==> src/rtl/sign_narrow.sv <==
// Narrows signed IN_WIDTH-bit words to OUT_WIDTH-bit halfwords, flags words that
// do not fit, wraps or saturates them, and buffers results in a 2-entry FIFO.
module sign_narrow #(
    parameter int IN_WIDTH  = 32,
    parameter int OUT_WIDTH = 16,
    parameter int CNT_WIDTH = 8
) (
    input  logic                 Clk,
    input  logic                 Reset,
    input  logic                 in_valid,
    output logic                 in_ready,
    input  logic [IN_WIDTH-1:0]  in_data,
    input  logic                 in_sat,
    output logic                 out_valid,
    input  logic                 out_ready,
    output logic [OUT_WIDTH-1:0] out_data,
    output logic                 out_ovf,
    input  logic                 cnt_clr,
    output logic [CNT_WIDTH-1:0] ovf_count
);

    localparam logic [OUT_WIDTH-1:0] SAT_MAX = {1'b0, {(OUT_WIDTH-1){1'b1}}};
    localparam logic [OUT_WIDTH-1:0] SAT_MIN = {1'b1, {(OUT_WIDTH-1){1'b0}}};
    localparam logic [CNT_WIDTH-1:0] CNT_MAX = '1;

    logic [OUT_WIDTH-1:0]        r_data0;
    logic [OUT_WIDTH-1:0]        r_data1;
    logic                        r_ovf0;
    logic                        r_ovf1;
    logic [1:0]                  r_count;
    logic [CNT_WIDTH-1:0]        r_ovf_count;

    logic [IN_WIDTH-OUT_WIDTH:0] w_upper;
    logic                        w_ovf;
    logic [OUT_WIDTH-1:0]        w_result;
    logic                        w_accept;
    logic                        w_pop;

    // The word fits when every bit from the halfword sign bit upward agrees.
    always_comb begin
        w_upper  = in_data[IN_WIDTH-1:OUT_WIDTH-1];
        w_ovf    = !((&w_upper) || !(|w_upper));
        w_result = in_data[OUT_WIDTH-1:0];
        if (w_ovf && in_sat) begin
            w_result = in_data[IN_WIDTH-1] ? SAT_MIN : SAT_MAX;
        end
    end

    assign in_ready  = (r_count < 2'd2);
    assign out_valid = (r_count != 2'd0);
    assign w_accept  = in_valid && in_ready;
    assign w_pop     = out_valid && out_ready;
    assign out_data  = r_data0;
    assign out_ovf   = r_ovf0;
    assign ovf_count = r_ovf_count;

    // Head lives in slot 0; a pop that empties the buffer leaves slot 0 untouched
    // so the output holds its last value while empty.
    always_ff @(posedge Clk or posedge Reset) begin
        if (Reset) begin
            r_data0 <= '0;
            r_data1 <= '0;
            r_ovf0  <= 1'b0;
            r_ovf1  <= 1'b0;
            r_count <= 2'd0;
        end else begin
            case ({w_accept, w_pop})
                2'b10: begin
                    if (r_count == 2'd0) begin
                        r_data0 <= w_result;
                        r_ovf0  <= w_ovf;
                    end else begin
                        r_data1 <= w_result;
                        r_ovf1  <= w_ovf;
                    end
                    r_count <= r_count + 2'd1;
                end
                2'b01: begin
                    if (r_count == 2'd2) begin
                        r_data0 <= r_data1;
                        r_ovf0  <= r_ovf1;
                    end
                    r_count <= r_count - 2'd1;
                end
                2'b11: begin
                    if (r_count == 2'd1) begin
                        r_data0 <= w_result;
                        r_ovf0  <= w_ovf;
                    end else begin
                        r_data0 <= r_data1;
                        r_ovf0  <= r_ovf1;
                        r_data1 <= w_result;
                        r_ovf1  <= w_ovf;
                    end
                end
                default: begin
                end
            endcase
        end
    end

    // Clear takes priority over a coincident increment; the count never wraps.
    always_ff @(posedge Clk or posedge Reset) begin
        if (Reset) begin
            r_ovf_count <= '0;
        end else if (cnt_clr) begin
            r_ovf_count <= '0;
        end else if (w_accept && w_ovf && (r_ovf_count != CNT_MAX)) begin
            r_ovf_count <= r_ovf_count + 1'b1;
        end
    end

endmodule
==> config.mk <==
export PLATFORM = sky130hd
export DESIGN_NAME = sign_narrow
export DESIGN_NICKNAME = d
export VERILOG_FILES = /design/src/rtl/sign_narrow.sv
export SDC_FILE = /design/constraint.sdc
export NUM_CORES = 1
export LEC_CHECK = 0
export ABC_AREA = 1
export CORE_MARGIN = 1
export CORE_UTILIZATION = 35
export CTS_CLUSTER_SIZE = 10
export DETAILED_ROUTE_END_ITERATION = 10
export GPL_TIMING_DRIVEN = 0
export PLACE_DENSITY = 0.6
export SYNTH_ARGS = -nofsm -noshare
export SYNTH_HDL_FRONTEND = slang
export SYNTH_SLANG_ARGS = --single-unit
==> constraint.sdc <==
create_clock -name Clk -period 3.95 [get_ports Clk]
set_input_delay 0.5925 -clock Clk [delete_from_list [all_inputs] [get_ports Clk]]
set_output_delay 0.5925 -clock Clk [all_outputs]
set_load 0.02 [all_outputs]
======== Word-level counts from Yosys, hierarchy flattened ========
Cells that the tools add are included.
Widths: inputs -> output; s select.
operators by class
  add/subtract/negate cells ............... 3
  multiply operators ...................... 0
  divide/modulo/power cells ............... 0
  order comparisons ....................... 1
  eq/ne operators ......................... 10
  shift operators ......................... 0
  multiplexer cells ....................... 19
  bitwise operators ....................... 0
  reductions and logical operators ........ 18
operator list
  kind                 number
  $mux 16              7
  $pmux 16 s3          1
  $pmux 16 s2          1
  $reduce_and 17->1    1
  $reduce_or 17->1     1
  $mux 8               2
  $add 8x1->8 const B  1
  $ne 2x2->1 const B   4
  $ne 8x8->1 const B   1
  $reduce_bool 2->1    4
  $eq 2x2->1 const B   3
  $reduce_and 3->1     2
  $logic_and 1x1->1    5
  $mux 1               5
  $eq 2x1->1 const B   2
  $pmux 2 s2           1
  $pmux 1 s3           1
  $reduce_bool 3->1    1
  $add 2x1->2 const B  1
  $logic_not 1->1      2
  $logic_not 2->1      1
  $lt 2x2->1 const B   1
  $pmux 1 s2           1
  $sub 2x1->2 const B  1
  $logic_or 1x1->1     1
word-level totals
  register bits ........................... 44
  bits in latches ......................... 0
  bits in writable memories ............... 0
  ROM bits ................................ 0
  bits of input ports ..................... 38
  output and inout bits ................... 27
  logic and storage cells ................. 57
  memories ................................ 0

======== Logic depth before layout (Yosys ltp) ========
  depth in word-level cells ............... 8
  depth in mapped cells ................... 13
  gate-level depth less buffers ........... 12

======== Worst setup path after synthesis ========
OpenSTA, ideal clock, no wires.
  path type ............................... reg2reg
  from .................................... register r_count[1]
  to ...................................... register r_ovf0 (netlist: out_ovf)
  setup time .............................. 0.121 ns
  data arrival time ....................... 2.112 ns
  data required time ...................... 3.829 ns
  slack ................................... 1.717 ns
  cell stages (with the launch flop) ...... 11
  buffers on the path ..................... 1
  period minus slack after synthesis ...... 2.233 ns
  cells stage by stage .................... dfrtp_1 inv_1 ha_1 inv_2 nand2_1 inv_1 ha_1 a221oi_2 clkbuf_1 o21ai_0 o22a_1
on the way
  word-level cells in the longest chain between the ends .. 5
  elaborated cells on any way between the ends .. 16
  those cells by class .................... 1 x order compare; 7 x eq/ne; 2 x mux; 6 x reduce/logical
ends and longest elaborated chain
  element                                                           RTL line  RTL
  from (decl)                                                       30        logic [1:0] r_count;
  from (signal assigned)                                            76        r_count <= r_count + 2'd1;
  from (signal assigned)                                            83        r_count <= r_count - 2'd1;
  $lt 2x2->1 *                                                      49        assign in_ready = (r_count < 2'd2);
  named net in_ready                                                11        output logic in_ready,
  $logic_and 1x1->1 *                                               51        assign w_accept = in_valid && in_ready;
  $eq 2x1->1 or $eq 2x2->1 (tied branches)                          67        case ({w_accept, w_pop})
  $ne 2x2->1 (no source line) or $reduce_bool 3->1 (tied branches)  -
  $reduce_and 3->1 (no source line)                                 -
  to (signal assigned)                                              71        r_ovf0 <= w_ovf;
  to (signal assigned)                                              81        r_ovf0 <= r_ovf1;
  to (signal assigned)                                              88        r_ovf0 <= w_ovf;
  to (decl)                                                         28        logic r_ovf0;
The timed path passes the listed nets; every way through them passes the cells marked *.
A chain may end at the register's enable or synchronous reset.

======== Worst setup path after layout ========
  from .................................... input in_valid
  to ...................................... register r_data0[8] (netlist: out_data[8])
on the way
  word-level cells in the longest chain between the ends .. 4
  elaborated cells on any way between the ends .. 9
  those cells by class .................... 5 x eq/ne; 1 x mux; 3 x reduce/logical
ends and longest elaborated chain
  element                                                           RTL line  RTL
  from (decl)                                                       10        input logic in_valid,
  $logic_and 1x1->1 *                                               51
  $eq 2x1->1 or $eq 2x2->1 (tied branches)                          67
  $ne 2x2->1 (no source line) or $reduce_bool 3->1 (tied branches)  -
  $reduce_and 3->1 (no source line)                                 -
  to (signal assigned)                                              70        r_data0 <= w_result;
  to (signal assigned)                                              80        r_data0 <= r_data1;
  to (signal assigned)                                              87        r_data0 <= w_result;
  to (decl)                                                         26        logic [OUT_WIDTH-1:0] r_data0;
Mark *: on every way between the ends. The rest lies on a longest branch, timed or not.

==> impl_summary.log <==
INFO  metric run_status = finished clean
INFO  metric area_of_the_core = 6940 µm²
INFO  metric worstReg2RegStart = r_count[1]
INFO  metric fin_crit = roughly 2600 ps
INFO  metric number_of_endpoints_with_negative_hold_slack_in_the_final_report = 0
INFO  metric dieArea = 7720 µm²
INFO  metric p_leak = approximately 1.7 nW
INFO  metric fraction_of_power_consumed_by_sequential_logic = 34.3%
INFO  metric post-route-period-util = between 60% and 70%
INFO  metric antenna_found_initial = 0
INFO  metric grt_setup_unrepaired = no
INFO  metric grt.overflow.total = 0
INFO  metric min-delay-path-class = register to register
INFO  metric maxCapViolations = 0
INFO  metric yosys_warnings = 0
INFO  metric boundaryPins = 65
INFO  metric worst_setup_hold_path_clk_slew = about 90 ps
INFO  metric cts.htree.levels = 2
INFO  metric drt_iter0_markers = 62
INFO  metric worstPathCellList = clkdlybuf4s50_1 > nand2_1 > inv_1 > ha_1 > a221oi_2 > clkbuf_1 > or2_2 > inv_1 > a21oi_1
INFO  metric crit_start = in_valid
INFO  metric tritoncts = yes
INFO  metric layout.cells.non_filler = between 500 and 600
INFO  metric clock_latency_on_the_worst_skew_pair = approximately 300 ps
INFO  metric clock_skew = 11.4 ps
INFO  metric route.antenna.remaining_nets = 0
INFO  metric sw_frac_of_total = between 40% and 50%
INFO  metric critPathTopFamily = buffers and inverters
INFO  metric synth-async-reset-ratio = between 90% and 100%
INFO  metric critical_path.n_buffers_inverters = 4
INFO  metric grtUsageMet2 = roughly 31%
INFO  metric dr.pass1.iters = 4
INFO  metric clk_root_buffer_cell = sky130_fd_sc_hd__clkbuf_8
INFO  metric post_drt_wl_per_cell = between 10 and 15 µm
INFO  metric drt-total-wl = between 6000 and 7000 µm
INFO  metric pin_count_of_the_biggest_net_entering_global_routing = 38
INFO  metric post_route_cells_drive_above_1_share = 9.66%
INFO  metric die_outline_height = just under 90 µm
INFO  metric crit-reg2reg-capture = out_data[8]
INFO  metric cts_num_sinks = 44
INFO  metric cts_made_buffers = 5
INFO  metric crit_required = 4170 ps
INFO  metric via_count = roughly 2300
INFO  metric synth.distinct_cells = 31
INFO  metric grt_usage = 17.4%
INFO  metric synth_area_per_cell = 7.55 µm²
INFO  metric final_net_count = 460
INFO  metric rr_worst_depth = 11
INFO  metric final_max_tran_viols = 0
INFO  metric ys_ff_latch = between 40 and 50
INFO  metric timing.critical_path.slowest_cell_delay = between 500 and 600 ps
INFO  metric crit_cells = 9
INFO  metric insertedDiodeCount = 0
INFO  metric crit_arrival = ~2800 ps
INFO  metric initial_core_utilization = roughly 37%
INFO  metric clock_tree.buffer_depth = 2
INFO  metric max_freq = between 0.3 and 0.4 GHz
INFO  metric buffer_ports.inserted = 64
INFO  metric synthFlopType = sky130_fd_sc_hd__dfrtp_1
INFO  metric ys_seq_area_share = a little over two fifths
INFO  metric top_fanout_value_on_the_critical_path = 10
INFO  metric net_switching_power_of_the_design = around 0.00086 W
INFO  metric worst-setup-path-type = input pin to register
INFO  metric summed_negative_setup_slack_over_all_endpoints = 0 ps
INFO  metric cellPowerDensity = slightly above 600 nW/µm²
INFO  metric num_rows = 30
INFO  metric cts.hold.buffers_added = 0
INFO  metric vias_in_the_first_global_route = roughly 2300
INFO  metric num-fill-cells = between 600 and 700
INFO  metric worst-slew-pin-transition = approximately 560 ps
INFO  metric post_synth_instance_area = ~2600 µm²
INFO  metric finalWeightedCongestion = slightly below 0.8
INFO  metric critical_path.slowest_cell = sky130_fd_sc_hd__a221oi_2
INFO  metric mostFrequentLayoutCell = sky130_fd_sc_hd__nand2_1
INFO  metric worst_path_most_repeated_cell = sky130_fd_sc_hd__inv_1
INFO  metric sequential_cell_area = 1100 µm²
INFO  metric post_cts.resized_instances = 0
INFO  metric drt-vias-per-instance = about 4.5
INFO  metric clockPowerShare = between 10% and 20%
INFO  metric setup_viol = 0
INFO  metric relSlewSlack = between 60 and 70%
INFO  metric drc = 0
INFO  metric pwr-share-comb = 52.7%
INFO  metric internal-power = roughly 0.0013 W
INFO  metric postSynthCellCount = 342
INFO  metric setup.worst_path.start_class = input pin
INFO  metric multiInputGateArea = between 1000 and 1500 µm²
INFO  metric die_width = about 90 µm
INFO  metric grt-busiest-layer = met2
INFO  metric synth_edf_count = 0
INFO  metric postCtsSetupBuffers = 0
INFO  metric met1_usage = a little over a fifth
INFO  metric postSynthNetCount = just under 400
INFO  metric global_route_wire_length_before_repair = about 10000 µm
INFO  metric placed_cells_incl_taps = roughly 500
INFO  metric setup.worst_path.end_class = register
INFO  metric grtUsageMet3 = ~3.3%
INFO  metric layout_area_overhead = 33.4%
INFO  metric power.ir.vdd_worst = roughly 0.00024 V
INFO  metric timing.reg2reg.setup_slack = between 1000 and 1500 ps
INFO  metric layout.cells.most_common_list = sky130_fd_sc_hd__nand2_1, sky130_fd_sc_hd__clkdlybuf4s50_1, sky130_fd_sc_hd__inv_1, sky130_fd_sc_hd__dfrtp_1, sky130_fd_sc_hd__o21ai_0
INFO  metric dpl.hpwl = approximately 4500 µm
INFO  metric endpoint = out_data[8]
[worst min-delay path: cells and delay by family (launching register included)]
family | cells | cell delay, ps
flip-flops | 1 | 350
AO/OA/AOI/OAI | 1 | 60
AND/OR/NAND/NOR | 1 | 50
[metal layers]
layer  vias up  wire length [µm]
li1       1198                 -
met4         0                52
met2        49              2920
met3         5               311
met5         -                 0
met1      1041              2760
[worst min path at each step]
stage          slack [ps]  depth (start not counted)   start  endpoint
2_1_floorplan         450                          2  r_ovf1    r_ovf1
3_3_place_gp          480                          2  r_ovf1    r_ovf1
3_5_place_dp          480                          2  r_ovf1    r_ovf1
4_1_cts               500                          2  r_ovf1    r_ovf1
5_1_grt               520                          2  r_ovf1    r_ovf1
6_report              490                          2  r_ovf1    r_ovf1
[cells by family after synthesis]
group	after synthesis	synth area share, %
xor gates and xnor gates	7	2.38
adders and majority gates	8	3.88
DFF	44	42.7
buffers and inverters	71	11.4
and+or+nand+nor	154	27.2
AOI/OAI and AO/OA	58	12.5
[layout make-up]
cell class | instances | share of cell area, %
multi-input combinational | 227 | 34.4
clock inverter | 2 | 0.363
inverter | 60 | 6.54
clock buffer | 5 | 2.00
tap | 96 | 3.49
buffer | 11 | 2.00
sequential | 44 | 32.0
timing repair buffer | 65 | 19.2
[registers in the layout, indices dropped and copies added, names as in the netlist]
| signal | cells |
|---|---|
| r_data1 | 16 |
| out_data | 16 |
| r_count | 2 |
| r_ovf1 | 1 |
| ovf_count | 8 |
| out_ovf | 1 |
[cells in the mapped netlist, drive strengths merged, types with 2 or more instances]
cell / number / area share [%]
dfrtp: 44 / 43
clkbuf: 7 / 1.0
nor3: 2 / 0.39
ha: 8 / 3.9
xor2: 6 / 2.0
a21oi: 17 / 3.9
nand3: 19 / 4.7
nand4: 2 / 0.73
nor2: 19 / 2.9
or2: 17 / 4.1
nand2: 93 / 14
inv: 60 / 8.7
o21ai: 37 / 7.2
buf: 4 / 1.6
[power groups by stage]
stage	logic [W]	registers [W]	clock network (W)
after detailed placement	0.00112	0.000741	0
after CTS	0.00113	0.000730	0.000286
after global placement	0.00111	0.000729	0
final	0.00112	0.000726	0.000275
after global routing	0.00126	0.000749	0.000300
after floorplan	0.000601	0.000842	0
[per-stage QoR]
step	cell area (µm²)	setup slack (ps)	util [%]	hold slack [ps]	total power [W]
after global routing	3440	1120	49.6	523	0.00231
after floorplan	2580	1720	-	453	0.00144
after global placement	3340	1020	48.1	476	0.00184
after detailed placement	3360	1020	48.4	482	0.00187
final	3440	1400	49.6	493	0.00212
after CTS	3440	1320	49.6	501	0.00215
(Power assumes the default switching activity.)
